### config.mk
export PLATFORM = sky130hd
export DESIGN_NAME = serial_addsub_seq_flat
export DESIGN_NICKNAME = d
export VERILOG_FILES = /design/src/rtl/serial_addsub_seq_pkg.sv /design/src/rtl/serial_addsub_seq_if.sv /design/src/rtl/serial_addsub_seq_fa_bit_slice.sv /design/src/rtl/serial_addsub_seq.sv /design/src/flat_wrapper.sv
export SDC_FILE = /design/constraint.sdc
export NUM_CORES = 1
export LEC_CHECK = 0
export BUFFER_PORTS_ARGS = -buffer_cell sky130_fd_sc_hd__buf_2
export CAP_MARGIN = 20
export CORE_MARGIN = 2
export CORE_UTILIZATION = 40
export CTS_CLUSTER_SIZE = 40
export DETAILED_ROUTE_END_ITERATION = 8
export PLACE_DENSITY = 0.62
export SETUP_SLACK_MARGIN = 0.4
export SYNTH_ARGS = -nofsm -noshare
export SYNTH_HDL_FRONTEND = slang
export SYNTH_HIERARCHICAL = 1
export SYNTH_SLANG_ARGS = --single-unit
export TNS_END_PERCENT = 100
### constraint.sdc
create_clock -name clk -period 2.2 [get_ports clk]
set_clock_uncertainty 0.15 [all_clocks]
set_input_delay 0.33 -clock clk [delete_from_list [all_inputs] [get_ports clk]]
set_output_delay 0.33 -clock clk [all_outputs]
set_load 0.02 [all_outputs]
### src/rtl/serial_addsub_seq_pkg.sv
// Shared types and constants for the bit-serial add/sub controller.
package addsub_pkg;

    typedef enum logic [1:0] {
        IDLE = 2'd0,
        RUN  = 2'd1,
        DONE = 2'd2
    } state_t;

    localparam logic MODE_ADD = 1'b0;
    localparam logic MODE_SUB = 1'b1;

endpackage

### src/rtl/serial_addsub_seq_if.sv
// Host-side start/ready/done handshake and operand/result bus.
interface serial_addsub_seq_if #(
    parameter int WIDTH = 4
);
    logic             start;
    logic             mode;
    logic [WIDTH-1:0] a;
    logic [WIDTH-1:0] b;
    logic             ready;
    logic             done;
    logic [WIDTH-1:0] result;
    logic             cout;
    logic             overflow;

    modport master (
        output start, mode, a, b,
        input  ready, done, result, cout, overflow
    );

    modport slave (
        input  start, mode, a, b,
        output ready, done, result, cout, overflow
    );
endinterface

### src/rtl/serial_addsub_seq_fa_bit_slice.sv
// Single-bit combinational full adder; knows nothing about add/subtract mode.
module fa_bit_slice (
    input  logic a,
    input  logic b,
    input  logic ci,
    output logic s,
    output logic co
);
    assign s  = a ^ b ^ ci;
    assign co = (a & b) | (ci & (a ^ b));
endmodule

### src/rtl/serial_addsub_seq.sv
// Bit-serial WIDTH-bit adder/subtractor: one full-adder slice stepped LSB first,
// one bit per clock, behind a start/ready/done handshake.
module serial_addsub_seq
    import addsub_pkg::*;
#(
    parameter int WIDTH = 4
) (
    input  logic                 clk,
    input  logic                 rst,
    serial_addsub_seq_if.slave   bus
);
    localparam int CNT_W = $clog2(WIDTH);

    state_t           state;
    logic [WIDTH-1:0] a_sh;
    logic [WIDTH-1:0] b_sh;
    logic [WIDTH-1:0] r_sh;
    logic             carry;
    logic             c_msb_in;
    logic [CNT_W-1:0] cnt;
    logic             s;
    logic             co;

    fa_bit_slice u_slice (
        .a  (a_sh[0]),
        .b  (b_sh[0]),
        .ci (carry),
        .s  (s),
        .co (co)
    );

    always_ff @(posedge clk) begin
        if (rst) begin
            state        <= IDLE;
            a_sh         <= '0;
            b_sh         <= '0;
            r_sh         <= '0;
            carry        <= 1'b0;
            c_msb_in     <= 1'b0;
            cnt          <= '0;
            bus.ready    <= 1'b1;
            bus.done     <= 1'b0;
            bus.result   <= '0;
            bus.cout     <= 1'b0;
            bus.overflow <= 1'b0;
        end else begin
            case (state)
                IDLE: begin
                    bus.done <= 1'b0;
                    if (bus.start) begin
                        // Subtraction is a + ~b + 1: invert B here and seed the carry with mode.
                        a_sh         <= bus.a;
                        b_sh         <= (bus.mode == MODE_SUB) ? ~bus.b : bus.b;
                        carry        <= bus.mode;
                        cnt          <= '0;
                        r_sh         <= '0;
                        bus.result   <= '0;
                        bus.cout     <= 1'b0;
                        bus.overflow <= 1'b0;
                        bus.ready    <= 1'b0;
                        state        <= RUN;
                    end
                end
                RUN: begin
                    a_sh  <= {1'b0, a_sh[WIDTH-1:1]};
                    b_sh  <= {1'b0, b_sh[WIDTH-1:1]};
                    r_sh  <= {s, r_sh[WIDTH-1:1]};
                    carry <= co;
                    if (cnt == CNT_W'(WIDTH - 2)) begin
                        c_msb_in <= co;
                    end
                    if (cnt == CNT_W'(WIDTH - 1)) begin
                        // Publish the whole word at once so partial bits never appear on result.
                        bus.result   <= {s, r_sh[WIDTH-1:1]};
                        bus.cout     <= co;
                        bus.overflow <= c_msb_in ^ co;
                        bus.done     <= 1'b1;
                        state        <= DONE;
                    end else begin
                        cnt <= cnt + 1'b1;
                    end
                end
                DONE: begin
                    bus.done  <= 1'b0;
                    bus.ready <= 1'b1;
                    state     <= IDLE;
                end
                default: begin
                    bus.done  <= 1'b0;
                    bus.ready <= 1'b1;
                    state     <= IDLE;
                end
            endcase
        end
    end
endmodule

### src/flat_wrapper.sv
// flat-port wrapper written by rule: the top's interface ports become plain ports
module serial_addsub_seq_flat import addsub_pkg::*;
#(
    parameter int WIDTH = 4
)
  (clk, rst, bus_start, bus_mode, bus_a, bus_b, bus_ready, bus_done, bus_result, bus_cout, bus_overflow);
  serial_addsub_seq_if #(.WIDTH(WIDTH)) bus_i ();
  input  logic clk;
  input  logic rst;
  input wire logic [$bits(bus_i.start)-1:0] bus_start;
  input wire logic [$bits(bus_i.mode)-1:0] bus_mode;
  input wire logic [$bits(bus_i.a)-1:0] bus_a;
  input wire logic [$bits(bus_i.b)-1:0] bus_b;
  output wire logic [$bits(bus_i.ready)-1:0] bus_ready;
  output wire logic [$bits(bus_i.done)-1:0] bus_done;
  output wire logic [$bits(bus_i.result)-1:0] bus_result;
  output wire logic [$bits(bus_i.cout)-1:0] bus_cout;
  output wire logic [$bits(bus_i.overflow)-1:0] bus_overflow;
  assign bus_i.start = bus_start;
  assign bus_i.mode = bus_mode;
  assign bus_i.a = bus_a;
  assign bus_i.b = bus_b;
  assign bus_ready = bus_i.ready;
  assign bus_done = bus_i.done;
  assign bus_result = bus_i.result;
  assign bus_cout = bus_i.cout;
  assign bus_overflow = bus_i.overflow;
  serial_addsub_seq #(.WIDTH(WIDTH)) u_core (.clk(clk), .rst(rst), .bus(bus_i));
endmodule
Yosys cells after proc, flatten, opt, wreduce, memory -nomap -nowiden
Cells that the tools add are included.
{"block": "word_totals", "reg_bits": 26, "elab_cells": 59}
{"block": "classes", "addsub": 1, "n_eq_ne": 6, "mux": 23, "bitwise": 8, "n_reduce_logical": 9}
{"operator": "$pmux W4 S2", "n": 4}
{"operator": "$mux W4", "n": 5}
{"operator": "$mux W2", "n": 4}
{"operator": "$pmux W1 S2", "n": 4}
{"operator": "$pmux W2 S2", "n": 2}
{"operator": "$reduce_and A2 Y1", "n": 4}
{"operator": "$reduce_and A3 Y1", "n": 2}
{"operator": "$eq A2 B2 Y1 const B", "n": 2}
{"operator": "$mux W1", "n": 4}
{"operator": "$ne A2 B2 Y1 const B", "n": 2}
{"operator": "$not A4 Y4", "n": 1}
{"operator": "$xor A1 B1 Y1", "n": 3}
{"operator": "$add A2 B1 Y2 const B", "n": 1}
{"operator": "$and A1 B1 Y1", "n": 2}
{"operator": "$eq A2 B1 Y1 const B", "n": 1}
{"operator": "$logic_not A2 Y1", "n": 1}
{"operator": "$ne A2 B1 Y1 const B", "n": 1}
{"operator": "$reduce_bool A2 Y1", "n": 1}
{"operator": "$reduce_or A2 Y1", "n": 1}
{"operator": "$not A1 Y1", "n": 1}
{"operator": "$or A1 B1 Y1", "n": 1}

Depth between registers and ports, before layout
{"block": "depth", "depth_word": 6, "ltp_mapped": 5, "mapped_depth_nobuf": 5}

Cells and area by module
Netlist, hierarchy kept.
{"module": "serial_addsub_seq", "n_inst": 1, "cells_per_inst": 114, "area_each_um2": 1157.4, "seq_area_each_um2": 500.5}
{"module": "fa_bit_slice", "n_inst": 1, "cells_per_inst": 1, "area_each_um2": 20.0, "seq_area_each_um2": 0.0}

Worst setup path before layout
OpenSTA, ideal clock, no wires.
{"block": "synth_path", "kind": "reg2reg", "from": "register u_core.cnt[0]", "to": "register u_core.cnt[1]", "arrival_time_ns": 1.302, "required_time_ns": 1.976, "path_slack_ns": 0.674, "path_stages_with_launch": 5, "n_path_buf": 0, "synth_period_minus_slack_ns": 1.526, "cell_sequence": "dfxtp_1 -> inv_1 -> ha_1 -> or4b_1 -> a31oi_1"}
{"block": "synth_via", "elab_chain_len": 3, "elab_cells_between_ends": 6}
{"element": "start, declared", "line": "serial_addsub_seq.sv:20", "rtl": "logic [CNT_W-1:0] cnt;"}
{"element": "start signal, assigned", "line": "serial_addsub_seq.sv:80", "rtl": "cnt <= cnt + 1'b1;"}
{"element": "$add A2 B1 Y2 or $eq A2 B2 Y1 (tied branches)", "line": "serial_addsub_seq.sv:80, serial_addsub_seq.sv:72"}
{"element": "$mux W2 or $ne A2 B2 Y1 (tied branches)"}
{"element": "$pmux W2 S2 or $reduce_and A3 Y1 (tied branches)"}
Parallel ways exist; a longest one is shown, timed or not. The select of a mux whose other input is x is not followed.
A chain may end at the register's enable or synchronous reset.

Worst setup path after layout
{"block": "layout_path", "from": "register u_core.state[1]", "to": "register u_core.b_sh[1]"}
{"block": "layout_via", "elab_chain_len": 3, "elab_cells_between_ends": 6}
{"element": "start, declared", "line": "serial_addsub_seq.sv:14", "rtl": "state_t state;"}
{"element": "start signal, assigned", "line": "serial_addsub_seq.sv:34", "rtl": "state <= IDLE;"}
{"element": "start signal, assigned", "line": "serial_addsub_seq.sv:61", "rtl": "state <= RUN;"}
{"element": "start signal, assigned", "line": "serial_addsub_seq.sv:78", "rtl": "state <= DONE;"}
{"element": "$eq A2 B1 Y1 or $logic_not A2 Y1 (tied branches)", "line": "serial_addsub_seq.sv:47", "rtl": "case (state)"}
{"element": "$reduce_bool A2 Y1 (no source line) or $ne A2 B2 Y1 (tied branches)"}
{"element": "$reduce_and A2 Y1 (no source line)"}
{"element": "end signal, assigned", "line": "serial_addsub_seq.sv:53", "rtl": "b_sh <= (bus.mode == MODE_SUB) ? ~bus.b : bus.b;"}
{"element": "end signal, assigned", "line": "serial_addsub_seq.sv:66", "rtl": "b_sh <= {1'b0, b_sh[WIDTH-1:1]};"}
{"element": "end, declared", "line": "serial_addsub_seq.sv:16", "rtl": "logic [WIDTH-1:0] b_sh;"}
Parallel ways exist; a longest one is shown, timed or not.

==> Implementation_results.wiki <==
{| class="wikitable"
! Metric !! Value
|-
| Final ANT Viol Nets || 0
|-
| Ordered list of cells on the worst path || and2b_1 -> nor2b_4 -> a2111oi_2
|-
| Post-detail-place hpwl || 1.61 mm
|-
| Boundary Pins || 20
|-
| Peak clock frequency supported by timing || 0.589 GHz
|-
| Number of placement rows || 19
|-
| Synth Area in Compound Gates || 23.4%
|-
| Number of buffers and inverters on the critical path || 0
|-
| Number of antenna violations at the first check in global routing || 0
|-
| Post-route minimum period || 1.70 ns
|-
| Fin nets || 149
|-
| Number of buffers inserted by post-CTS setup repair || 0
|-
| Crit start category || flip-flop
|-
| Initial Util || 42.3%
|-
| Core outline area || 2780 um2
|-
| Combinational family with the most area after synthesis || compound AO/OA/AOI/OAI gates
|-
| Clock sink count || 25
|-
| Diode insertion count for antenna repair || 0
|-
| Post-synthesis mux area share || 4.36%
|-
| Share of synthesized area occupied by flip-flops and latches || 42.5%
|-
| Flop and latch count out of synthesis || 25
|-
| Count of pins over their slew limit || 0
|-
| Fill cell instance count of the final layout || 280
|-
| Overall die height || 58.3 um
|-
| Fraction of the mapped netlist area in adder cells || 4.89%
|-
| Combined area of the multi-input logic cells || 621 um2
|-
| Wirelength, routed || 2.27 mm
|-
| Area enclosed by the die boundary || 3390 um2
|-
| Leak Pwr || 0.521 nW
|-
| Synth Area in Simple Gates || 16.2%
|-
| Routed length per placed instance || 13.9 um
|-
| Die boundary width || 58.3 um
|-
| XOR/XNOR share of the synthesized area || 3.72%
|-
| Cells after DPL || 159
|-
| Wire length of the first global-routing pass || 3.71 mm
|-
| Share of the clock period used by the worst path after layout || 77.1%
|-
| Worst supply voltage drop on vdd || 0.395 mV
|-
| Largest fanout on the critical path || 12
|-
| Global-route total usage across every layer || 14.1%
|-
| Number of synthesized flops with an enable pin || 0
|-
| Number of gates given a new drive strength after cts || 0
|-
| Mapped Avg Cell Area || 10.2 um2
|-
| Syn Nets || 131
|-
| Synth cell types || 39
|-
| Total via count in the routed design || 877
|-
| Setup TNS || 0 ns
|-
| Top delay family on crit path || simple AND/OR/NAND/NOR gates
|-
| Total standard cell area after synthesis || 1180 um2
|-
| Buffer depth of the longest clock path || 2
|-
| Power density over the cells || 634 nW/um2
|-
| Final standard cell count with taps included and fillers excluded || 163
|-
| RSZ-0062 raised after global routing || false
|-
| Total number of H-tree levels || 1
|-
| Number of buffers inserted during clock tree synthesis || 3
|-
| Area occupied by registers || 502 um2
|-
| DR iter-0 viols || 17
|-
| TritonRoute pass-1 iters || 4
|-
| Power, Total || 0.825 mW
|-
| Worst relative slew slack || 65.8%
|-
| Max-cap check violation count || 0
|-
| Clock tree root buffer cell || sky130_fd_sc_hd__clkbuf_4
|-
| CTS tree || built
|-
| Hold Buf Count CTS || 0
|-
| Clock transition time at the flip-flop clock pins of the worst setup and hold paths || 0.14 ns
|-
| Critical-path top delay cell || sky130_fd_sc_hd__dfxtp_1
|-
| Pin slew with the least headroom to its limit || 0.511 ns
|-
| Result of the run || finished clean
|-
| Delay of the slowest critical-path stage || 0.55 ns
|-
| Type of the worst setup path || reg2reg
|-
| Arr. time, crit path || 1.76 ns
|-
| Worst setup EP type || flip-flop
|-
| Synthesized instance count || 115
|-
| # DRC || 0
|-
| HP Class || in2reg
|-
| Synthesis Warnings || 6
|-
| Prevailing post-synth register cell || sky130_fd_sc_hd__dfxtp_1
|-
| Vias in the first global route || 807
|-
| Largest net degree at the start of global routing || 24
|-
| RePlAce Congestion || 0.774
|-
| Number of input and output port buffers inserted || 19
|-
| Share of layout cells above drive strength 1 || 26.5%
|-
| Clock latency on the worst-skew pair || 0.31 ns
|-
| Hold Vio Cnt, Final || 0
|-
| Worst Path Required || 2.26 ns
|-
| Vias per cell || 5.38
|-
| Area growth, synth to finish || 10.5%
|-
| Setup violations, final || 0
|-
| Proportion of register bits with asynchronous set or reset after synthesis || 0%
|-
| Gr ovfl total || 0
|}
routing by layer:
metal / routed length (um) / vias up / GRT usage (%)
met3: 67 / 2 / 2.01
met1: 1140 / 414 / 19.5
met5: 0 / - / 0
met2: 1040 / 11 / 22.1
met4: 16 / 0 / 5.98
li1: - / 450 / -
layout make-up:
class                   count  share of cell area [%]
multi-input cells          80                    47.7
flip-flops and latches     25                    38.6
repair buffers             20                    7.88
well taps                  31                    2.98
clock buffers               4                    2.02
inverters                   3                   0.865
flip-flops by register name (all words and copies together), names as in the netlist:
name and cells:
u_core/a_sh 4, u_core/b_sh 4, u_core/bus.result 4, u_core/r_sh 3, u_core/cnt 2, u_core/state 2, u_core/bus.cout 1, u_core/bus.done 1
u_core/bus.overflow 1, u_core/bus.ready 1, u_core/c_msb_in 1, u_core/carry 1
cell usage in the layout (no fill, tap or decap), drive strengths merged, types with 2 or more instances in the layout:
cell type  netlist  final
a211oi           4      4
a32oi            2      2
and2b            2      2
nor3b            2      2
nor2b            3      3
o21ai            2      2
buf              4     20
a22o             4      4
nand2            4      4
nor2            16     16
a22oi            3      3
nand3            2      2
clkbuf           3      4
mux2i            4      4
xnor2            4      4
a21oi            6      6
inv              3      3
a2111oi          5      5
dfxtp           25     25
a31oi            2      2
nand2b           2      2
ha               3      3
report_power, final:
group          internal (mW)  switching [mW]  total [mW]
registers              0.474          0.0177       0.492
clock network         0.0709           0.136       0.207
logic                 0.0560          0.0706       0.127
cells in the mapped netlist (all sizes together), types with 4 or more instances:
master,instances,share of area (%)
a2111oi,5,7.4
a211oi,4,2.6
a21oi,6,2.9
a22o,4,3.0
buf,4,3.0
dfxtp,25,43
mux2i,4,3.4
nand2,4,1.3
nor2,16,5.1
xnor2,4,3.0
final timing paths:
check	from	end	slack, ns	depth (start not counted)
max reg2reg	u_core/state[1]	u_core/b_sh[1]	0.50	3
min	bus_a[3]	u_core/a_sh[3]	0.11	3
max	u_core/state[1]	u_core/b_sh[1]	0.50	3
min reg2reg	u_core/bus.ready	u_core/bus.ready	0.33	1
logic make-up after synthesis:
kind of cell             count (synthesis)
multiplexers                             5
AO/OA/AOI/OAI                           31
AND/OR/NAND/NOR                         35
flip-flops                              25
adder cells (fa/ha/maj)                  4
XOR/XNOR                                 5
buffers and inverters                   10
metrics by stage:
step	cell area, um2	worst slack, ns	hold WS, ns	utilization (%)
6_report	1300	0.503	0.112	46.8
4_1_cts	1300	0.401	0.107	46.6
2_1_floorplan	1180	0.674	0.257	-
5_1_grt	1300	0.416	0.117	46.8
3_5_place_dp	1270	0.424	0.303	45.7
3_3_place_gp	1270	0.522	0.295	45.7
tightest hold or removal path, cell delays in order:
cell                       delay [ns]
sky130_fd_sc_hd__buf_2           0.09
sky130_fd_sc_hd__nand3b_1        0.07
sky130_fd_sc_hd__a21oi_1         0.06
Note: power is estimated with default switching activity, not from simulation.
